### src/rtl/ysyx_23060303_pkg.sv
// Shared write-back definitions: source ids, default widths, zero register.
package ysyx_23060303_pkg;

  localparam int ADDR_WIDTH_DEF = 5;
  localparam int DATA_WIDTH_DEF = 32;
  localparam int REG_ZERO       = 0;

  typedef enum logic {
    SRC_EXU = 1'b0,
    SRC_LSU = 1'b1
  } src_e;

endpackage

### src/rtl/ysyx_23060303_scoreboard.sv
// Pending-write vector: set on issue, cleared on commit, busy lookup is a plain registered bit.
// Latency: issue visible as busy next cycle; commit clears on the write edge; no backpressure.
module ysyx_23060303_scoreboard
  import ysyx_23060303_pkg::*;
#(
  parameter int ADDR_WIDTH = ADDR_WIDTH_DEF
) (
  input  logic                  clk,
  input  logic                  rst_n,
  input  logic                  iss_valid,
  input  logic [ADDR_WIDTH-1:0] iss_rd,
  input  logic                  clr_valid,
  input  logic [ADDR_WIDTH-1:0] clr_rd,
  input  logic [ADDR_WIDTH-1:0] rs1,
  input  logic [ADDR_WIDTH-1:0] rs2,
  output logic                  rs1_busy,
  output logic                  rs2_busy
);

  localparam int NREG = 2 ** ADDR_WIDTH;

  logic [NREG-1:0] pending;
  logic [NREG-1:0] pending_nxt;

  // Set is applied after clear so a new producer wins over the retiring one.
  always_comb begin
    pending_nxt = pending;
    if (clr_valid) pending_nxt[clr_rd] = 1'b0;
    if (iss_valid && iss_rd != ADDR_WIDTH'(REG_ZERO)) pending_nxt[iss_rd] = 1'b1;
    pending_nxt[REG_ZERO] = 1'b0;
  end

  always_ff @(posedge clk or negedge rst_n) begin
    if (!rst_n) pending <= '0;
    else        pending <= pending_nxt;
  end

  assign rs1_busy = pending[rs1];
  assign rs2_busy = pending[rs2];

endmodule

### src/rtl/ysyx_23060303_wb_arbiter.sv
// Round-robin EXU/LSU write-back arbiter with a registered one-cycle RF write strobe; never back-pressures downstream.
// Ready is combinational with valid; write lands one cycle after handshake. Scoreboard built under YSYX_23060303_SCOREBOARD_EN.
module ysyx_23060303_wb_arbiter
  import ysyx_23060303_pkg::*;
#(
  parameter int ADDR_WIDTH = ADDR_WIDTH_DEF,
  parameter int DATA_WIDTH = DATA_WIDTH_DEF
) (
  input  logic                  clk,
  input  logic                  rst_n,
  input  logic                  exu_valid,
  output logic                  exu_ready,
  input  logic [ADDR_WIDTH-1:0] exu_waddr,
  input  logic [DATA_WIDTH-1:0] exu_wdata,
  input  logic                  lsu_valid,
  output logic                  lsu_ready,
  input  logic [ADDR_WIDTH-1:0] lsu_waddr,
  input  logic [DATA_WIDTH-1:0] lsu_wdata,
  output logic                  rf_wen,
  output logic [ADDR_WIDTH-1:0] rf_waddr,
  output logic [DATA_WIDTH-1:0] rf_wdata,
  input  logic                  iss_valid,
  input  logic [ADDR_WIDTH-1:0] iss_rd,
  input  logic [ADDR_WIDTH-1:0] rs1,
  input  logic [ADDR_WIDTH-1:0] rs2,
  output logic                  rs1_busy,
  output logic                  rs2_busy
);

  src_e                  last_grant;
  logic                  grant_lsu;
  logic                  hs;
  logic [ADDR_WIDTH-1:0] sel_waddr;
  logic [DATA_WIDTH-1:0] sel_wdata;

  // On a tie the source that did not win last time gets the port.
  always_comb begin
    grant_lsu = lsu_valid && (!exu_valid || last_grant == SRC_EXU);
    exu_ready = exu_valid && !grant_lsu;
    lsu_ready = grant_lsu;
    hs        = exu_valid || lsu_valid;
    sel_waddr = grant_lsu ? lsu_waddr : exu_waddr;
    sel_wdata = grant_lsu ? lsu_wdata : exu_wdata;
  end

  always_ff @(posedge clk or negedge rst_n) begin
    if (!rst_n) begin
      last_grant <= SRC_EXU;
      rf_wen     <= 1'b0;
      rf_waddr   <= '0;
      rf_wdata   <= '0;
    end else begin
      rf_wen <= 1'b0;
      if (hs) begin
        last_grant <= grant_lsu ? SRC_LSU : SRC_EXU;
        rf_wen     <= (sel_waddr != ADDR_WIDTH'(REG_ZERO));
        rf_waddr   <= sel_waddr;
        rf_wdata   <= sel_wdata;
      end
    end
  end

`ifdef YSYX_23060303_SCOREBOARD_EN
  ysyx_23060303_scoreboard #(
    .ADDR_WIDTH(ADDR_WIDTH)
  ) u_scoreboard (
    .clk      (clk),
    .rst_n    (rst_n),
    .iss_valid(iss_valid),
    .iss_rd   (iss_rd),
    .clr_valid(rf_wen),
    .clr_rd   (rf_waddr),
    .rs1      (rs1),
    .rs2      (rs2),
    .rs1_busy (rs1_busy),
    .rs2_busy (rs2_busy)
  );
`else
  logic unused_sb;
  assign unused_sb = ^{iss_valid, iss_rd, rs1, rs2};
  assign rs1_busy  = 1'b0;
  assign rs2_busy  = 1'b0;
`endif

endmodule

### config.mk
export PLATFORM = sky130hd
export DESIGN_NAME = ysyx_23060303_wb_arbiter
export DESIGN_NICKNAME = d
export VERILOG_FILES = /design/src/rtl/ysyx_23060303_pkg.sv /design/src/rtl/ysyx_23060303_scoreboard.sv /design/src/rtl/ysyx_23060303_wb_arbiter.sv
export SDC_FILE = /design/constraint.sdc
export NUM_CORES = 1
export LEC_CHECK = 0
export BUFFER_PORTS_ARGS = -buffer_cell sky130_fd_sc_hd__buf_4
export CELL_PAD_IN_SITES_DETAIL_PLACEMENT = 2
export CELL_PAD_IN_SITES_GLOBAL_PLACEMENT = 2
export CORE_MARGIN = 2
export CORE_UTILIZATION = 22
export CTS_CLUSTER_DIAMETER = 60
export DETAILED_ROUTE_END_ITERATION = 10
export GPL_ROUTABILITY_DRIVEN = 0
export PLACE_DENSITY_LB_ADDON = 0.1
export SYNTH_ARGS = -nofsm -noshare
export SYNTH_HDL_FRONTEND = slang
export SYNTH_SLANG_ARGS = --single-unit
export TNS_END_PERCENT = 50
### constraint.sdc
create_clock -name clk -period 1.2 [get_ports clk]
set_input_delay 0.12 -clock clk [delete_from_list [all_inputs] [get_ports clk]]
set_output_delay 0.12 -clock clk [all_outputs]
set_load 0.01 [all_outputs]
==> metrics.md <==
| Metric | Value |
|---|---|
| Status | finished with violations |
| Failing checks | negative setup slack |
| DRT Wirelength | 7730 um |
| Pint | 2.64 mW |
| First-pass GRT wire length | 12,400 um |
| Die area | 11,400 um2 |
| Root Buffer | clkbuf_8 |
| Antenna viol nets, final | 0 |
| Clk buf depth | 2 |
| Die Wd | 107 um |
| Critical Path RT | 1.38 ns |
| Max_cap viols | 0 |
| Final period utilization | 108% |
| Capturing point of the worst reg2reg path | rf_wdata[15] |
| Vias per cell | 4.65 |
| Ant. Diodes | 0 |
| Post-synth EDFFs | 0 |
| Commonest cells in the netlist | 39 x dfrtp_1, 32 x a21o_1, 32 x nand2b_1, 32 x or2_1, 21 x o221a_2 |
| Sw Share | 29.9% |
| HP Class | input pin to flop |
| CTS tree | done |
| Clk_skew | 0.00410 ns |
| Dpl cells | 459 |
| Number of H-tree levels | 2 |
| Crit-path max FO | 13 |
| TritonCTS Buffers | 5 |
| P_sw | 1.13 mW |
| Placed instance area | 3370 um2 |
| Rel. slew slack | 63.7% |
| Seq/Total Area, Yosys | 41.9% |
| HPWL Detailed | 5350 um |
| Rows | 37 |
| Minimum clock period | 1.30 ns |
| Final Power | 3.76 mW |
| Netlist cell types | 21 |
| Final cell area excluding filler cells | 3520 um2 |
| Synth warn | 0 |
| Final hold violations | 0 |
| Initial core utilization | 22.6% |
| Fraction of registers with async set/reset | 100% |
| Achievable Freq | 0.768 GHz |
| Final setup vio count | 15 |
| Setup WS post-layout | -0.101 ns |
| Logic pwr share | 35.3% |
| Leak Pwr | 1.58 nW |
| Core area | 10,300 um2 |
| Die height | 107 um |
| Post-Syn Area | 2330 um2 |
| Clk Latency, worst-skew pair | 0.29 ns |
| Slew Viols, Final | 0 |
| # clock sinks | 39 |
| Initial antenna violation count | 0 |
| Share of cells above drive strength 1 | 48.0% |
| Most common cell in the netlist | dfrtp_1 |
| Crit path from | last_grant |
| Post-synth top area share | 41.9% |
| Unrepaired setup endpoints after global routing | true |
| Initial DRT Pass Iterations | 4 |
| Max incr delay on CP | 0.39 ns |
| Avg Cell Area, Syn | 10.8 um2 |
| R2R depth | 5 |
| Startpoint type of the worst setup path | flop |
| Critical path type | flop to flop |
| Peak VDD IR | 0.000353 V |
| Cell taking the most area after synthesis | dfrtp_1 |
| Gr usage total | 13.9% |
| Worst-path clk slew | 0.08 ns |
| DR vias | 2,172 |
| CP Data Arrival Time | 1.48 ns |
| Number of port buffers | 117 |
| Final Util | 34.1% |
| Synthesis-stage register bit count | 39 |
| Clk pwr share | 22.7% |
| Synth-to-Final Area Change | 51.0% |
| Reg power frac | 41.9% |
| GRT Residual Overflow | 0 |
| Cell Chain, Critical Path | nand2b_4 > nand2_4 > buf_12 > buf_4 > o221a_2 |
| Worst hold start | lsu_waddr[2] |
| Cells after synthesis | 216 |
| Initial DRC count | 37 |
| Layout Cells excl Fill | 467 |
| R2R setup slack | -0.10 ns |
| Worst Tran Pin Value | 0.545 ns |
| RR Startpoint | last_grant |
| CP endpoint kind | flop |
| Drt drc | 0 |
| Ports | 136 |
| Worst setup path endpoint | rf_wdata[15] |
| Max stage delay cell, worst path | dfrtp_1 |
| Ranking of synthesized cells by area | dfrtp_1 42%, a21o_1 10%, o221a_2 10%, nand2b_1 8.6%, or2_1 8.6% |
| Top FF cell, synth | dfrtp_1 |
| Wire per inst | 16.5 um |
| Largest net degree at the start of global routing | 40 |
| Vias in the first global route | 2,324 |
| NumNets Final | 426 |
| PwrDens | 1070 nW/um2 |
| Layout fillers | 1,164 |
==> state kept, by name, indices dropped and copies added, names as in the netlist <==
signal      flops
rf_wen          1
rf_wdata       32
rf_waddr        5
last_grant      1
==> how the worst min path moves through the flow <==
| stage | endpoint | slack [ns] | cells past startpoint |
|---|---|---|---|
| after floorplan | last_grant | -0.18 | 0 |
| after global placement | rf_wdata[26] | 0.16 | 1 |
| after detailed placement | rf_wdata[27] | 0.16 | 1 |
| after CTS | rf_wen | 0.07 | 3 |
| after global routing | rf_wen | 0.08 | 3 |
| final | rf_wen | 0.08 | 3 |
==> routing by layer <==
metal	track usage, %	vias up	routed length, um
li1	-	1014	-
met1	17.6	1083	3330
met2	23.5	69	3810
met3	3.59	6	492
met4	3.90	0	92
met5	0	-	0
==> cells by family after synthesis <==
kind of cell / after synthesis / synth area share (%)
simple gates: 74 / 20.2
compound gates: 78 / 31.1
other cells: 1 / 0.161
flops: 39 / 41.9
buf+inv: 24 / 6.66
==> power groups by stage <==
stage                     combinational (mW)  sequential, mW  clock (mW)
final                                   1.33            1.58       0.856
after global routing                    1.45            1.60       0.965
after CTS                               1.33            1.58       0.907
after detailed placement                1.31            1.60           0
after global placement                  1.30            1.60           0
after floorplan                        0.559            1.67           0
==> repair_timing <==
action,CTS,global route
resized for setup,6,5
endpoints found under the setup margin,2,34
buffers inserted,1,0
hold buffers,1,0
hold endpoints to repair,39,0
==> cells in the final DEF (no fill, tap or decap) <==
cell type | netlist | layout
nand2_4 | 0 | 1
buf_6 | 6 | 2
nand2b_4 | 1 | 1
or2_1 | 32 | 32
o21ai_0 | 1 | 1
buf_4 | 3 | 123
conb_1 | 1 | 2
nand2b_1 | 32 | 32
dfrtp_1 | 39 | 39
a21boi_4 | 0 | 1
buf_12 | 0 | 4
nor2b_1 | 5 | 5
o221a_4 | 0 | 4
clkbuf_8 | 0 | 5
o21ai_1 | 2 | 2
inv_4 | 0 | 1
dlygate4sd3_1 | 0 | 1
o221a_1 | 16 | 16
inv_1 | 2 | 1
a211o_1 | 5 | 5
or4_1 | 2 | 2
a21o_1 | 32 | 32
o221a_2 | 21 | 17
clkbuf_1 | 6 | 1
nor2_1 | 1 | 1
==> area by class of cell <==
cell class	instances	area, um2	area share, %
Tap cell	136	170	4.84
Multi-Input combinational cell	154	1250	35.6
Clock buffer	6	72.6	2.06
Inverter	2	10.0	0.285
Sequential cell	39	976	27.7
Timing Repair Buffer	130	1040	29.5
==> through the flow <==
step           worst slack (ns)  hold slack [ns]  setup TNS (ns)
3_5_place_dp             0.0398            0.160               0
5_1_grt                  -0.167           0.0837           -2.40
2_1_floorplan           -0.0309           -0.176          -0.146
4_1_cts                  -0.120           0.0734           -1.43
6_report                 -0.101           0.0833           -1.21
3_3_place_gp             0.0561            0.164               0
==> worst max-delay path, delay by kind of cell, from the launching register on <==
| family | cells | cell delay (ns) |
|---|---|---|
| flip-flops | 1 | 0.39 |
| buffers and inverters | 2 | 0.31 |
| AO/OA/AOI/OAI | 1 | 0.27 |
| AND/OR/NAND/NOR | 2 | 0.21 |
Note: power is estimated with default switching activity, not from simulation.
